File: src/rtl/usb_tx_serializer.sv
// USB transmit serializer: SYNC, PID, payload, optional CRC16, bit stuffing and
// the EOP request sequence, advancing one NRZ bit per bit_strobe.
module usb_tx_serializer #(
  parameter int unsigned STUFF_LEN = 6,
  parameter logic [7:0]  SYNC_BYTE = 8'h80
) (
  input  logic       useClk,
  input  logic       reset,
  input  logic       bit_strobe,
  input  logic [7:0] in_data,
  input  logic       in_valid,
  input  logic       in_last,
  output logic       in_ready,
  output logic       tx_bit,
  output logic       tx_oe,
  output logic       tx_eop,
  output logic       busy,
  output logic       underrun
);
  localparam int unsigned   CW        = $clog2(STUFF_LEN + 1);
  localparam logic [CW-1:0] STUFF_MAX = CW'(STUFF_LEN);

  typedef enum logic [2:0] {S_IDLE, S_SYNC, S_PID, S_DATA, S_CRC, S_EOP} state_t;

  state_t        r_state, w_state_nxt;
  logic [7:0]    r_shift, w_shift_nxt;
  logic [3:0]    r_idx, w_idx_nxt;
  logic          r_last, w_last_nxt;
  logic          r_crc_en, w_crc_en_nxt;
  logic [15:0]   r_crc, w_crc_nxt;
  logic [CW-1:0] r_stuff, w_stuff_nxt;
  logic [1:0]    r_eop_cnt, w_eop_cnt_nxt;
  logic          r_tx_bit, w_tx_bit_nxt;
  logic          r_tx_oe, w_tx_oe_nxt;
  logic          r_tx_eop, w_tx_eop_nxt;
  logic          r_underrun, w_underrun_nxt;
  logic          r_buf_full, r_buf_last;
  logic [7:0]    r_buf_data;
  logic          w_consume, w_stuff_due, w_src_bit;
  logic [15:0]   w_crc_step;

  assign w_stuff_due = (r_stuff == STUFF_MAX);
  // CRC is held reflected so the inverted remainder goes out LSB first
  assign w_src_bit   = (r_state == S_CRC) ? ~r_crc[r_idx] : r_shift[r_idx[2:0]];
  assign w_crc_step  = {1'b0, r_crc[15:1]} ^ ((r_crc[0] ^ w_src_bit) ? 16'hA001 : 16'h0000);

  always_comb begin
    w_state_nxt    = r_state;
    w_shift_nxt    = r_shift;
    w_idx_nxt      = r_idx;
    w_last_nxt     = r_last;
    w_crc_en_nxt   = r_crc_en;
    w_crc_nxt      = r_crc;
    w_stuff_nxt    = r_stuff;
    w_eop_cnt_nxt  = r_eop_cnt;
    w_tx_bit_nxt   = r_tx_bit;
    w_tx_oe_nxt    = r_tx_oe;
    w_tx_eop_nxt   = r_tx_eop;
    w_underrun_nxt = 1'b0;
    w_consume      = 1'b0;
    if (bit_strobe) begin
      case (r_state)
        S_IDLE: if (r_buf_full) begin
          w_state_nxt  = S_SYNC;
          w_shift_nxt  = SYNC_BYTE;
          w_idx_nxt    = 4'd1;
          w_tx_bit_nxt = SYNC_BYTE[0];
          w_tx_oe_nxt  = 1'b1;
          w_crc_nxt    = 16'hFFFF;
          w_stuff_nxt  = CW'(SYNC_BYTE[0]);
        end
        S_SYNC, S_PID, S_DATA, S_CRC: begin
          if (w_stuff_due) begin
            w_tx_bit_nxt = 1'b0;
            w_stuff_nxt  = '0;
          end else begin
            w_tx_bit_nxt = w_src_bit;
            w_stuff_nxt  = w_src_bit ? r_stuff + 1'b1 : '0;
            w_idx_nxt    = r_idx + 4'd1;
            if (r_state == S_DATA) w_crc_nxt = w_crc_step;
            if (r_state == S_CRC) begin
              if (r_idx == 4'd15) begin
                w_state_nxt   = S_EOP;
                w_eop_cnt_nxt = '0;
              end
            end else if (r_idx == 4'd7) begin
              w_idx_nxt = '0;
              // The PID is still parked in the buffer during SYNC
              if (r_state == S_SYNC || (!r_last && r_buf_full)) begin
                w_shift_nxt = r_buf_data;
                w_last_nxt  = r_buf_last;
                w_consume   = 1'b1;
                w_state_nxt = (r_state == S_SYNC) ? S_PID : S_DATA;
                if (r_state == S_SYNC) w_crc_en_nxt = &r_buf_data[1:0];
              end else if (r_last) begin
                w_state_nxt   = r_crc_en ? S_CRC : S_EOP;
                w_eop_cnt_nxt = '0;
              end else begin
                w_underrun_nxt = 1'b1;
                w_state_nxt    = S_EOP;
                w_eop_cnt_nxt  = '0;
              end
            end
          end
        end
        S_EOP: begin
          if (w_stuff_due) begin
            w_tx_bit_nxt = 1'b0;
            w_stuff_nxt  = '0;
          end else if (r_eop_cnt != 2'd3) begin
            w_tx_bit_nxt  = 1'b0;
            w_tx_eop_nxt  = 1'b1;
            w_stuff_nxt   = '0;
            w_eop_cnt_nxt = r_eop_cnt + 2'd1;
          end else begin
            w_tx_bit_nxt = 1'b1;
            w_tx_oe_nxt  = 1'b0;
            w_tx_eop_nxt = 1'b0;
            w_state_nxt  = S_IDLE;
          end
        end
        default: w_state_nxt = S_IDLE;
      endcase
    end
  end

  always_ff @(posedge useClk) begin
    if (reset) begin
      r_state    <= S_IDLE;
      r_shift    <= '0;
      r_idx      <= '0;
      r_last     <= 1'b0;
      r_crc_en   <= 1'b0;
      r_crc      <= 16'hFFFF;
      r_stuff    <= '0;
      r_eop_cnt  <= '0;
      r_tx_bit   <= 1'b1;
      r_tx_oe    <= 1'b0;
      r_tx_eop   <= 1'b0;
      r_underrun <= 1'b0;
    end else begin
      r_state    <= w_state_nxt;
      r_shift    <= w_shift_nxt;
      r_idx      <= w_idx_nxt;
      r_last     <= w_last_nxt;
      r_crc_en   <= w_crc_en_nxt;
      r_crc      <= w_crc_nxt;
      r_stuff    <= w_stuff_nxt;
      r_eop_cnt  <= w_eop_cnt_nxt;
      r_tx_bit   <= w_tx_bit_nxt;
      r_tx_oe    <= w_tx_oe_nxt;
      r_tx_eop   <= w_tx_eop_nxt;
      r_underrun <= w_underrun_nxt;
    end
  end

  always_ff @(posedge useClk) begin
    if (reset) begin
      r_buf_full <= 1'b0;
      r_buf_data <= '0;
      r_buf_last <= 1'b0;
    end else if (w_consume) begin
      r_buf_full <= 1'b0;
    end else if (in_valid && !r_buf_full) begin
      r_buf_full <= 1'b1;
      r_buf_data <= in_data;
      r_buf_last <= in_last;
    end
  end

  assign in_ready = !r_buf_full;
  assign tx_bit   = r_tx_bit;
  assign tx_oe    = r_tx_oe;
  assign tx_eop   = r_tx_eop;
  assign underrun = r_underrun;
  assign busy     = (r_state != S_IDLE) || r_buf_full;
endmodule

File: config.mk
export PLATFORM = sky130hd
export DESIGN_NAME = usb_tx_serializer
export DESIGN_NICKNAME = d
export VERILOG_FILES = /design/src/rtl/usb_tx_serializer.sv
export SDC_FILE = /design/constraint.sdc
export NUM_CORES = 1
export LEC_CHECK = 0
export CORE_MARGIN = 10
export CORE_UTILIZATION = 49
export CTS_CLUSTER_DIAMETER = 100
export CTS_CLUSTER_SIZE = 28
export DETAILED_ROUTE_END_ITERATION = 7
export PLACE_DENSITY = 0.69
export SYNTH_ARGS = -nofsm -noshare
export SYNTH_HDL_FRONTEND = slang
export SYNTH_SLANG_ARGS = --single-unit
File: constraint.sdc
create_clock -name useClk -period 2.8 [get_ports useClk]
set_clock_uncertainty 0.15 [all_clocks]
set_input_delay 0.42 -clock useClk [delete_from_list [all_inputs] [get_ports useClk]]
set_output_delay 0.42 -clock useClk [all_outputs]
set_load 0.05 [all_outputs]
Word-level counts from Yosys, hierarchy flattened
Index checks and enable logic that the tools add are counted.

Bits in registers: 52.

Add/sub/neg operators: 3. $lt $le $gt $ge: 2. Equality and inequality tests: 22. Muxes and demuxes: 64. Bitwise gates (word level): 9. Reduce and logical (&&, ||, !) cells: 28.

Operators with widths (number): 2-to-1 mux 16 bit (4); 2-to-1 mux 8 bit (5); 2-to-1 mux 3 bit (13); one-hot mux 16 bit (2 select lines) (1); 2-to-1 mux 1 bit (21); AND reduction 7 bit (3); inequality test 2 bit (second input constant) (10); one-hot mux 3 bit (3 select lines) (2); 2-to-1 mux 4 bit (4); one-hot mux 8 bit (2 select lines) (1); bitwise XOR 15 x 16 -> 16 bit (1); 2-to-1 mux 2 bit (7); inequality test 3 bit (second input constant) (4); AND reduction 5 bit (2); == test 3 bit (second input constant) (3); one-hot mux 4 bit (2 select lines) (1); AND reduction 4 bit (2); AND reduction 8 bit (1); NOT 1 bit (7); OR reduction 7 bit (1); == test 3 x 2 -> 1 bit (second input constant) (2); AND reduction 3 bit (2); AND reduction 6 bit (1); nonzero test 2 bit (3); 22 further kinds (27).

Logic depth before layout (Yosys ltp)
Depth after elaboration: 11. Gate-level depth with buffers: 10.

Worst setup path before layout
No wires, ideal clock.

Path type: register to register. From: reg r_state[1]. To: reg r_state[2]. Arrival: 2.163 ns. Slack: 0.417 ns. Stages on the path, launching flop included: 8. Buffers on the path: 2. Period minus slack after synthesis: 2.383 ns. Cell sequence: dfxtp_1 > buf_2 > or4_1 > and2_0 > and3_1 > clkbuf_1 > a31o_2 > a21oi_1.

Longest elaborated chain between the ends: 7.

RTL lines: start, declared (line 25) `state_t r_state, w_state_nxt;`; start signal, assigned (line 142) `r_state <= w_state_nxt;`; == test 3 x 1 -> 1 bit (line 62, 89); logical OR 1 bit (line 89) `if (r_state == S_SYNC || (!r_last && r_buf_full)) begin`; 2-to-1 mux 3 bit (line 89); 2-to-1 mux 3 bit (line 86) `end else if (r_idx == 4'd7) begin`; 2-to-1 mux 3 bit (line 81) `if (r_state == S_CRC) begin`; 2-to-1 mux 3 bit (line 73) `if (w_stuff_due) begin`; one-hot mux 3 bit (3 select lines) (line 62) `case (r_state)`.

Several ways; a longest one is shown, not always the timed one. The select of a mux whose other input is x is not followed. A chain may end at the register's enable or synchronous reset.

Worst setup path in the final report
From: reg r_state[2]. To: out busy.

Longest elaborated chain between the ends: 2.

RTL lines: nonzero test 3 bit (line 176) `assign busy = (r_state != S_IDLE) || r_buf_full;`; logical OR 1 bit (line 176); end, declared (line 17) `output logic busy,`.

Every way passes these cells.

==> impl_metrics.ini <==
[yosys]
synth_edf_count = 0
yosys_register_bits = 52
synthDistinctLibCells = 57
synthArstFlopShare_pct = 0
syn_nets = 327
syn_inst = 310
avgSynthCellArea_um2 = 8.569
yosys_warnings = 0
seq_area_frac_synth_pct = 39.19
synth_flop_cell = dfxtp_1
synth_area_mm2 = 0.002656

[run_status]
status = complete, no violations

[critical_path]
cp-start-kind = flip-flop
reg2reg_from = r_idx[0]
cp.arrival_ps = 2120
critPathKind = flip-flop to primary output
required_ps = 2230
crit_path_max_fanout = 13
r2r-end = r_stuff[1]
endpoint_kind = primary output
r2r_setup_slack_ps = 210
r2r_cells = 6

[min_path]
hold_class = flip-flop to flip-flop
whs_endpoint = r_eop_cnt[1]
min_from = r_eop_cnt[1]
hold_depth = 2

[timing]
fin_crit_ps = 2690
relSlewSlack_pct = 66.05
hold_viol_final = 0
rsz0062_at_grt = false
worstMarginPinSlew_ps = 507.7
tns_ps = 0
setup_slack_ps = 109.8
finalMaxSlewViolations = 0
setup_violations = 0
max_freq_mhz = 371.7
period_share_pct = 96.08

[placement]
place_ws_ps = 233.6
hpwl_um = 4089
dp_cells = 386
place_area_mm2 = 0.002890
gp_congestion = 0.8471
io_buffers = 18

[finish]
fin_cells = 394
stdcell_area_mm2 = 0.002983
layout.nets = 340
area_growth_pct = 12.29
n_antenna_cell = 0
final_cell_mix = 52 x dfxtp_1, 38 x nor2_1, 34 x nand2_1
layout_commonest_cell = dfxtp_1
drive_gt1_share_pct = 9.259

[routing]
drt-wirelength-per-cell_um = 14.46
drtIter0Drc = 175
drc = 0
via_count = 2223
dr.pass1.iters = 4
wl_um = 5696
vias_per_cell = 5.642
ant_nets = 0

[pwr]
p_leak_nw = 1.059
p_per_area_mw_per_mm2 = 511.5
peakVddDrop_v = 0.0002998
p_total_w = 0.001526

[clock_network]
clock_path_buffers = 2
cts-buffers-inserted = 5
clockRootBuffer = clkbuf_8
htreeDepth = 2
hold_buffers = 0
clk_latency_ps = 310
post_cts_buffers = 0
clock-sinks = 52
cts_tree = done
clk_pin_slew_worst_paths_ps = 100
cts_resized = 0

[floorplan]
rows = 26
fp.coreArea_mm2 = 0.005172
start_util_pct = 51.35
ios = 19
dieArea_mm2 = 0.008766
die_x_um = 93.63
die_h_um = 93.63

[global_routing]
grt_util_all_layers_pct = 13.24
grt_first_pass_wirelength_um = 9770
gr-total-overflow = 0
grt_max_degree = 33
grt_pass1_vias = 2155
antenna_found_initial = 0

[job]
max-cap-violations = 0
cell usage after synthesis (2+ instances only):
cell / instances / area share (%)
inv_1: 6 / 0.85
nor4_1: 3 / 0.71
xnor2_1: 3 / 0.99
or3_1: 3 / 0.71
o32a_1: 2 / 0.75
and2_1: 2 / 0.47
nand3_1: 12 / 2.3
a31o_2: 2 / 0.66
a21oi_1: 22 / 4.1
mux2i_1: 15 / 5.7
nor2_1: 38 / 5.4
nor2b_1: 2 / 0.47
a211oi_1: 3 / 0.85
or4b_1: 2 / 0.75
nand3b_1: 2 / 0.57
o21a_1: 3 / 0.85
maj3_1: 2 / 0.75
clkbuf_1: 13 / 1.8
nand4b_1: 2 / 0.66
o22ai_1: 2 / 0.47
nor3_1: 19 / 3.6
nand2b_1: 3 / 0.71
o21ai_0: 19 / 3.6
nand2_1: 34 / 4.8
dfxtp_1: 52 / 39
ha_1: 4 / 1.9
mux4_2: 3 / 2.5
and4_1: 2 / 0.66
buf_2: 7 / 1.3
kinds of logic after synthesis:
logic type | after synthesis | share of synthesized area, %
and+or+nand+nor | 134 | 25.77
muxes | 19 | 9.185
DFF | 52 | 39.19
xor gates and xnor gates | 5 | 2.167
adders and majority gates | 6 | 2.638
buffers and inverters | 29 | 5.228
AOI/OAI and AO/OA | 65 | 15.83
cell type report:
class                           count  area, um^2
Fill cell                         520        2190
Multi-Input combinational cell    229        1476
Sequential cell                    52        1041
Timing Repair Buffer               29       262.8
Tap cell                           70       87.58
Clock buffer                        5       68.82
Clock inverter                      3       23.77
Inverter                            6       22.52
layer usage:
metal / GRT usage [%] / share of wire [%] / vias to the layer above
li1: - / - / 1126
met1: 17.62 / 48 / 1046
met2: 21.11 / 47 / 45
met3: 2.958 / 4.2 / 6
met4: 3.418 / 0.70 / 0
met5: 0 / 0 / -
per-stage QoR:
stage | hold WS, ps | util (%)
3_5_place_dp | 297.0 | 55.88
3_3_place_gp | 292.5 | 55.88
6_report | 311.9 | 57.67
5_1_grt | 334.2 | 57.67
2_1_floorplan | 278.7 | -
4_1_cts | 311.4 | 57.67
power by group:
part	leakage [nW]	switching [W]	internal [W]	total [W]
Sequential	0.423	0.0000310	0.000762	0.000793
Combinational	0.597	0.000178	0.000115	0.000293
Clock	0.0404	0.000262	0.000177	0.000439
Total	1.06	0.000470	0.00106	0.00153
worst max path at each step:
stage	from	endpoint	slack, ps	cells past startpoint
3_3_place_gp	bit_strobe	r_buf_data[1]	250	6
6_report	r_state[2]	busy	110	2
2_1_floorplan	r_state[1]	r_state[2]	420	7
5_1_grt	r_state[2]	busy	60	2
3_5_place_dp	bit_strobe	r_buf_data[0]	230	6
4_1_cts	r_state[2]	busy	110	2
critical path, stage by stage, from the launching register on:
cell and delay, ps:
dfxtp_1 470, or4_1 600, clkdlybuf4s50_1 730
registers in the layout, indices dropped and copies added (netlist names), 2 cells and up:
signal / cells
r_stuff: 3
r_buf_data: 8
r_crc: 16
r_idx: 4
r_eop_cnt: 2
r_shift: 8
r_state: 3
No activity file was read; power rests on OpenSTA's default activity.
